[src/rtl/red_pitaya_iq_demod_decim_block.sv]
// rtl/red_pitaya_iq_demod_decim_block.sv - IQ demodulator with power-of-two accumulate-and-dump decimation
// Optional saturation of the output stage: define IQ_DEMOD_DECIM_SAT_EN.
module red_pitaya_iq_demod_decim_block #(
  parameter int INBITS      = 14,
  parameter int SINBITS     = 14,
  parameter int OUTBITS     = 18,
  parameter int SHIFTBITS   = 1,
  parameter int CHANNELS    = 2,
  parameter int DECBITS_MAX = 8
) (
  input  logic                         clk_i,
  input  logic                         rstn_i,
  input  logic [INBITS-1:0]            signal_i,
  input  logic [CHANNELS*SINBITS-1:0]  sin_i,
  input  logic [CHANNELS*SINBITS-1:0]  cos_i,
  input  logic                         valid_i,
  input  logic                         clear_i,
  input  logic [3:0]                   dec_log2_i,
  input  logic [1:0]                   round_mode_i,
  output logic [CHANNELS*OUTBITS-1:0]  signal1_o,
  output logic [CHANNELS*OUTBITS-1:0]  signal2_o,
  output logic                         valid_o,
  output logic                         overflow_o
);

  localparam int W  = SINBITS + INBITS;
  localparam int AW = W + DECBITS_MAX;
  localparam int R  = W - OUTBITS - SHIFTBITS;
  localparam int CW = DECBITS_MAX + 1;
  localparam logic signed [AW:0] HALF    = (AW+1)'((2**R) / 2);
  localparam logic signed [AW:0] HALF_M1 = (AW+1)'(((2**R) / 2) - ((R > 0) ? 1 : 0));

  logic signed [INBITS-1:0]        sig_q;
  logic [CHANNELS*SINBITS-1:0]     sin_q, cos_q;
  logic                            v1, v2;
  logic [3:0]                      d1, d2, d_lat;
  logic signed [W-1:0]             ps [CHANNELS];
  logic signed [W-1:0]             pc [CHANNELS];
  logic signed [AW-1:0]            acc_s [CHANNELS];
  logic signed [AW-1:0]            acc_c [CHANNELS];
  logic [CW-1:0]                   cnt;

  logic [3:0]                      d_in, d_eff;
  logic                            last;
  logic signed [W-1:0]             ps_n [CHANNELS];
  logic signed [W-1:0]             pc_n [CHANNELS];
  logic signed [AW-1:0]            sum_s [CHANNELS];
  logic signed [AW-1:0]            sum_c [CHANNELS];
  logic [OUTBITS:0]                r_s [CHANNELS];
  logic [OUTBITS:0]                r_c [CHANNELS];
  logic                            ovf_any;

  // Returns {overflow, result}: shift by D, round, drop R LSBs, fit to OUTBITS.
  function automatic logic [OUTBITS:0] finish_sum(input logic signed [AW-1:0] sum,
                                                  input logic [3:0] d,
                                                  input logic [1:0] mode);
    logic signed [AW:0] sh, rnd, q;
    logic               ovf;
    sh = (AW+1)'(sum) >>> d;
    case (mode)
      2'd0:    rnd = sh;
      2'd2:    rnd = sh + (sh[AW] ? HALF_M1 : HALF);
      default: rnd = sh + HALF;
    endcase
    q   = rnd >>> R;
    ovf = ~((&q[AW:OUTBITS-1]) | ~(|q[AW:OUTBITS-1]));
`ifdef IQ_DEMOD_DECIM_SAT_EN
    if (ovf)
      return {1'b1, q[AW] ? {1'b1, {(OUTBITS-1){1'b0}}} : {1'b0, {(OUTBITS-1){1'b1}}}};
    return {1'b0, q[OUTBITS-1:0]};
`else
    return {1'b0 & ovf, q[OUTBITS-1:0]};
`endif
  endfunction

  always_comb begin
    d_in    = (dec_log2_i > 4'(DECBITS_MAX)) ? 4'(DECBITS_MAX) : dec_log2_i;
    // The first sample of a block carries its own decimation setting.
    d_eff   = (cnt == '0) ? d2 : d_lat;
    last    = (cnt == CW'((32'd1 << d_eff) - 32'd1));
    ovf_any = 1'b0;
    for (int k = 0; k < CHANNELS; k++) begin
      ps_n[k]  = W'(sig_q) * W'($signed(sin_q[k*SINBITS +: SINBITS]));
      pc_n[k]  = W'(sig_q) * W'($signed(cos_q[k*SINBITS +: SINBITS]));
      sum_s[k] = acc_s[k] + AW'(ps[k]);
      sum_c[k] = acc_c[k] + AW'(pc[k]);
      r_s[k]   = finish_sum(sum_s[k], d_eff, round_mode_i);
      r_c[k]   = finish_sum(sum_c[k], d_eff, round_mode_i);
      ovf_any  = ovf_any | r_s[k][OUTBITS] | r_c[k][OUTBITS];
    end
  end

  always_ff @(posedge clk_i or negedge rstn_i) begin
    if (!rstn_i) begin
      sig_q      <= '0;
      sin_q      <= '0;
      cos_q      <= '0;
      v1         <= 1'b0;
      v2         <= 1'b0;
      d1         <= '0;
      d2         <= '0;
      d_lat      <= '0;
      cnt        <= '0;
      signal1_o  <= '0;
      signal2_o  <= '0;
      valid_o    <= 1'b0;
      overflow_o <= 1'b0;
      for (int k = 0; k < CHANNELS; k++) begin
        ps[k]    <= '0;
        pc[k]    <= '0;
        acc_s[k] <= '0;
        acc_c[k] <= '0;
      end
    end else begin
      sig_q   <= $signed(signal_i);
      sin_q   <= sin_i;
      cos_q   <= cos_i;
      d1      <= d_in;
      d2      <= d1;
      v1      <= valid_i & ~clear_i;
      v2      <= v1 & ~clear_i;
      valid_o <= 1'b0;
      for (int k = 0; k < CHANNELS; k++) begin
        ps[k] <= ps_n[k];
        pc[k] <= pc_n[k];
      end
      if (clear_i) begin
        cnt        <= '0;
        overflow_o <= 1'b0;
        for (int k = 0; k < CHANNELS; k++) begin
          acc_s[k] <= '0;
          acc_c[k] <= '0;
        end
      end else if (v2) begin
        if (cnt == '0)
          d_lat <= d2;
        if (last) begin
          // Dump includes the current sample, so the next block starts clean.
          cnt        <= '0;
          valid_o    <= 1'b1;
          overflow_o <= overflow_o | ovf_any;
          for (int k = 0; k < CHANNELS; k++) begin
            acc_s[k] <= '0;
            acc_c[k] <= '0;
            signal1_o[k*OUTBITS +: OUTBITS] <= r_s[k][OUTBITS-1:0];
            signal2_o[k*OUTBITS +: OUTBITS] <= r_c[k][OUTBITS-1:0];
          end
        end else begin
          cnt <= cnt + 1'b1;
          for (int k = 0; k < CHANNELS; k++) begin
            acc_s[k] <= sum_s[k];
            acc_c[k] <= sum_c[k];
          end
        end
      end
    end
  end

endmodule

[config.mk]
export PLATFORM = sky130hd
export DESIGN_NAME = red_pitaya_iq_demod_decim_block
export DESIGN_NICKNAME = d
export VERILOG_FILES = /design/src/rtl/red_pitaya_iq_demod_decim_block.sv
export SDC_FILE = /design/constraint.sdc
export NUM_CORES = 2
export LEC_CHECK = 0
export ABC_AREA = 1
export CAP_MARGIN = 30
export CORE_ASPECT_RATIO = 1.25
export CORE_MARGIN = 2
export CORE_UTILIZATION = 45
export CTS_CLUSTER_SIZE = 8
export DETAILED_ROUTE_END_ITERATION = 6
export GPL_ROUTABILITY_DRIVEN = 0
export SETUP_SLACK_MARGIN = 0.05
export SLEW_MARGIN = 40
export SYNTH_ARGS = -nofsm -noshare
export SYNTH_HDL_FRONTEND = slang
export SYNTH_SLANG_ARGS = --single-unit
[constraint.sdc]
create_clock -name clk_i -period 9.1 [get_ports clk_i]
set_clock_uncertainty 0.05 [all_clocks]
set_input_delay 0.91 -clock clk_i [delete_from_list [all_inputs] [get_ports clk_i]]
set_output_delay 0.91 -clock clk_i [all_outputs]
set_load 0.02 [all_outputs]
==> impl_metrics.json <==
{
  "status": "completed",
  "dr.pass1.iters": 6,
  "vias": 59930,
  "syn_avg_cell_area_um2": 6.875,
  "setup_violations": 0,
  "wire_per_inst_um": 17.33,
  "regToRegSetupSlack_ps": 2310,
  "drive_gt1_share_pct": 1.995,
  "cts_tree": "built",
  "diodes": 0,
  "syn2layout_area_growth_pct": 7.803,
  "critPathCaptureType": "register",
  "via_per_inst": 5.248,
  "finalInstanceArea_mm2": 0.07069,
  "min_period_over_period_pct": 74.59,
  "critPathLaunchType": "register",
  "grt_start_max_net_pins": 131,
  "hp-class": "in -> async",
  "required_ps": 9610,
  "ys_types": 54,
  "final_common_cell": "nand2_1",
  "ir_drop_v": 0.0004770,
  "cp_max_fo": 44,
  "htree_levels": 3,
  "cts_buffers": 66,
  "reg2reg_from": "sig_q[5]",
  "post-place-cells": 11320,
  "die_w_um": 345.4,
  "antenna_left": 0,
  "power_density_mw_per_mm2": 389.5,
  "drcViolationCount": 0,
  "path_buf_inv": 5,
  "mostFrequentLayoutCells": "3033 x nand2_1, 2026 x inv_1, 1023 x nand3_1",
  "synth_edf_count": 0,
  "die_area_mm2": 0.1488,
  "post_cts_resized": 0,
  "rsz0062_at_grt": "no",
  "antenna_found_initial": 2,
  "io_buffers": 152,
  "syn-cell-area_mm2": 0.06557,
  "hold_slack_ps": 96.80,
  "clock_path_buffers": 3,
  "tightest_slew_ps": 892.3,
  "p_leak_nw": 40.67,
  "crit_top_cell": "nand2_1",
  "final_nets": 10810,
  "yosys-top-cells-area": "fa_1 24%, nand2_1 17%, dfrtp_1 16%, inv_1 12%, ha_1 8.5%",
  "fmax_mhz": 147.3,
  "critPathMaxStageDelay_ps": 580,
  "cp_slowest_cell": "buf_4",
  "yosys.area.top_type_share_pct": 23.94,
  "maxCapViolCount": 0,
  "synthesis.nets": 10850,
  "cp_data_arrival_time_ps": 7300,
  "grt_pass1_wl_um": 321300,
  "rr_endpoint": "ps[24]",
  "cts_sinks": 422,
  "start_util_pct": 45.33,
  "ys.flop_type": "dfrtp_1",
  "fin_tns_setup_ps": 0,
  "reg2reg_depth": 25,
  "async_flop_share_pct": 100.0,
  "cts_root_buf": "clkbuf_16",
  "grt-ovfl-total": 0,
  "ys_seq_area_share_pct": 16.11,
  "insertion_delay_ps": 710,
  "postCtsSetupRepairBufs": 0,
  "drv_slew": 0,
  "rows": 156,
  "grt_pass1_vias": 59530,
  "synth_top_area_cell": "fa_1",
  "syn-instance-count": 9537,
  "wl_um": 197900,
  "cpLargestDelayFamily": "adder cells",
  "ys_seq_elements": 422,
  "place_hpwl_um": 158000,
  "fin_crit_ps": 6788,
  "grt_usage_pct": 26.98,
  "die_h_um": 430.8,
  "relSlewSlack_pct": 40.29,
  "critical_path_class": "reg -> reg",
  "clkTransAtPathRegs_ps": 60,
  "finalPower_mw": 27.53,
  "drt_iter0_drc": 4897,
  "placed_cell_area_mm2": 0.06870,
  "fin_cells": 11420,
  "yosys_warnings": 0,
  "core_mm2": 0.1446,
  "io_pins": 154,
  "cts_hold_buf": 0,
  "hold_violations": 0
}
-- layer usage --
| layer | up-vias | global-route usage [%] | share of wire [%] |
|---|---|---|---|
| li1 | 28910 | - | - |
| met1 | 28840 | 37.03 | 44 |
| met2 | 1858 | 44.20 | 46 |
| met3 | 324 | 3.710 | 6.6 |
| met4 | 4 | 8.269 | 3.2 |
| met5 | - | 0 | 0.011 |
-- Yosys cell counts (6+ instances only) --
cell	number
nand2_1	3036
inv_1	2027
nand3_1	1023
fa_1	784
nor2_1	460
ha_1	447
dfrtp_1	422
a21oi_1	249
o21ai_0	224
clkbuf_1	179
xor2_1	111
xnor2_1	78
buf_2	76
nand4_1	65
buf_1	54
a32o_1	38
nor3_1	35
nand3b_1	29
o21ai_1	27
o21bai_1	22
o211ai_1	21
a22o_1	14
o22ai_1	12
a31oi_1	9
or2_2	9
a21o_1	8
inv_2	8
o221ai_1	8
a21boi_0	7
and2_1	6
-- per-stage QoR --
stage	utilization, %	setup slack, ps
after global placement	47.46	2443
after global routing	48.87	1698
after detailed placement	47.50	2324
final	48.87	2312
after floorplan	-	3069
after CTS	48.82	2318
-- power by group --
part,internal (mW),switching (mW),leakage (nW)
clock network,1.41,1.01,0.927
registers,2.53,0.408,5.31
logic,8.33,13.8,34.4
-- cell type report --
class,instances,area (um^2)
sequential,422,10590
clock inverter,11,151.4
tap,1896,2372
inverter,2040,7662
fill,14840,73950
timing repair buffer,206,2016
clock buffer,82,1764
multi-input combinational,6762,46130
-- worst reg2reg max path, stage by stage (launching register included) --
cell,delay (ps)
dfrtp_2,510
buf_4,590
nand2_1,170
fa_1,450
fa_1,510
inv_1,50
fa_1,510
inv_1,60
fa_1,540
fa_1,430
fa_1,490
inv_1,40
ha_1,350
nand2_1,70
inv_1,50
nand2_1,50
nand2_1,100
nand2_1,60
a21oi_1,200
a31oi_1,170
o21ai_0,320
a21boi_0,230
o21ai_0,390
nand2_1,140
nand3_1,90
nand2_1,50
-- cell families after synthesis --
family	count (synthesis)	synth area share (%)
simple gates	4682	29.43
buf+inv	2353	13.66
fa+ha+maj	1231	32.47
compound gates	658	5.799
flops	422	16.11
xor+xnor	189	2.525
other cells	1	0.005719
mux	1	0.01527
-- flip-flops by register name, indices dropped and copies added (netlist names), 14 cells and up --
signal	cells
sig_q	14
signal1_o	36
acc_s	72
cos_q	28
pc	56
signal2_o	36
acc_c	72
ps	56
sin_q	28
-- worst max-delay path by stage --
| stage | cells past startpoint | from | to | slack, ps |
|---|---|---|---|---|
| 2_1_floorplan | 26 | sig_q[7] | ps[24] | 3070 |
| 3_3_place_gp | 27 | sig_q[2] | pc[27] | 2440 |
| 3_5_place_dp | 27 | sig_q[6] | ps[54] | 2320 |
| 4_1_cts | 27 | sig_q[3] | pc[27] | 2320 |
| 5_1_grt | 23 | sig_q[5] | ps[27] | 1700 |
| 6_report | 25 | sig_q[5] | ps[24] | 2310 |
Note: power is estimated with default switching activity, not from simulation.
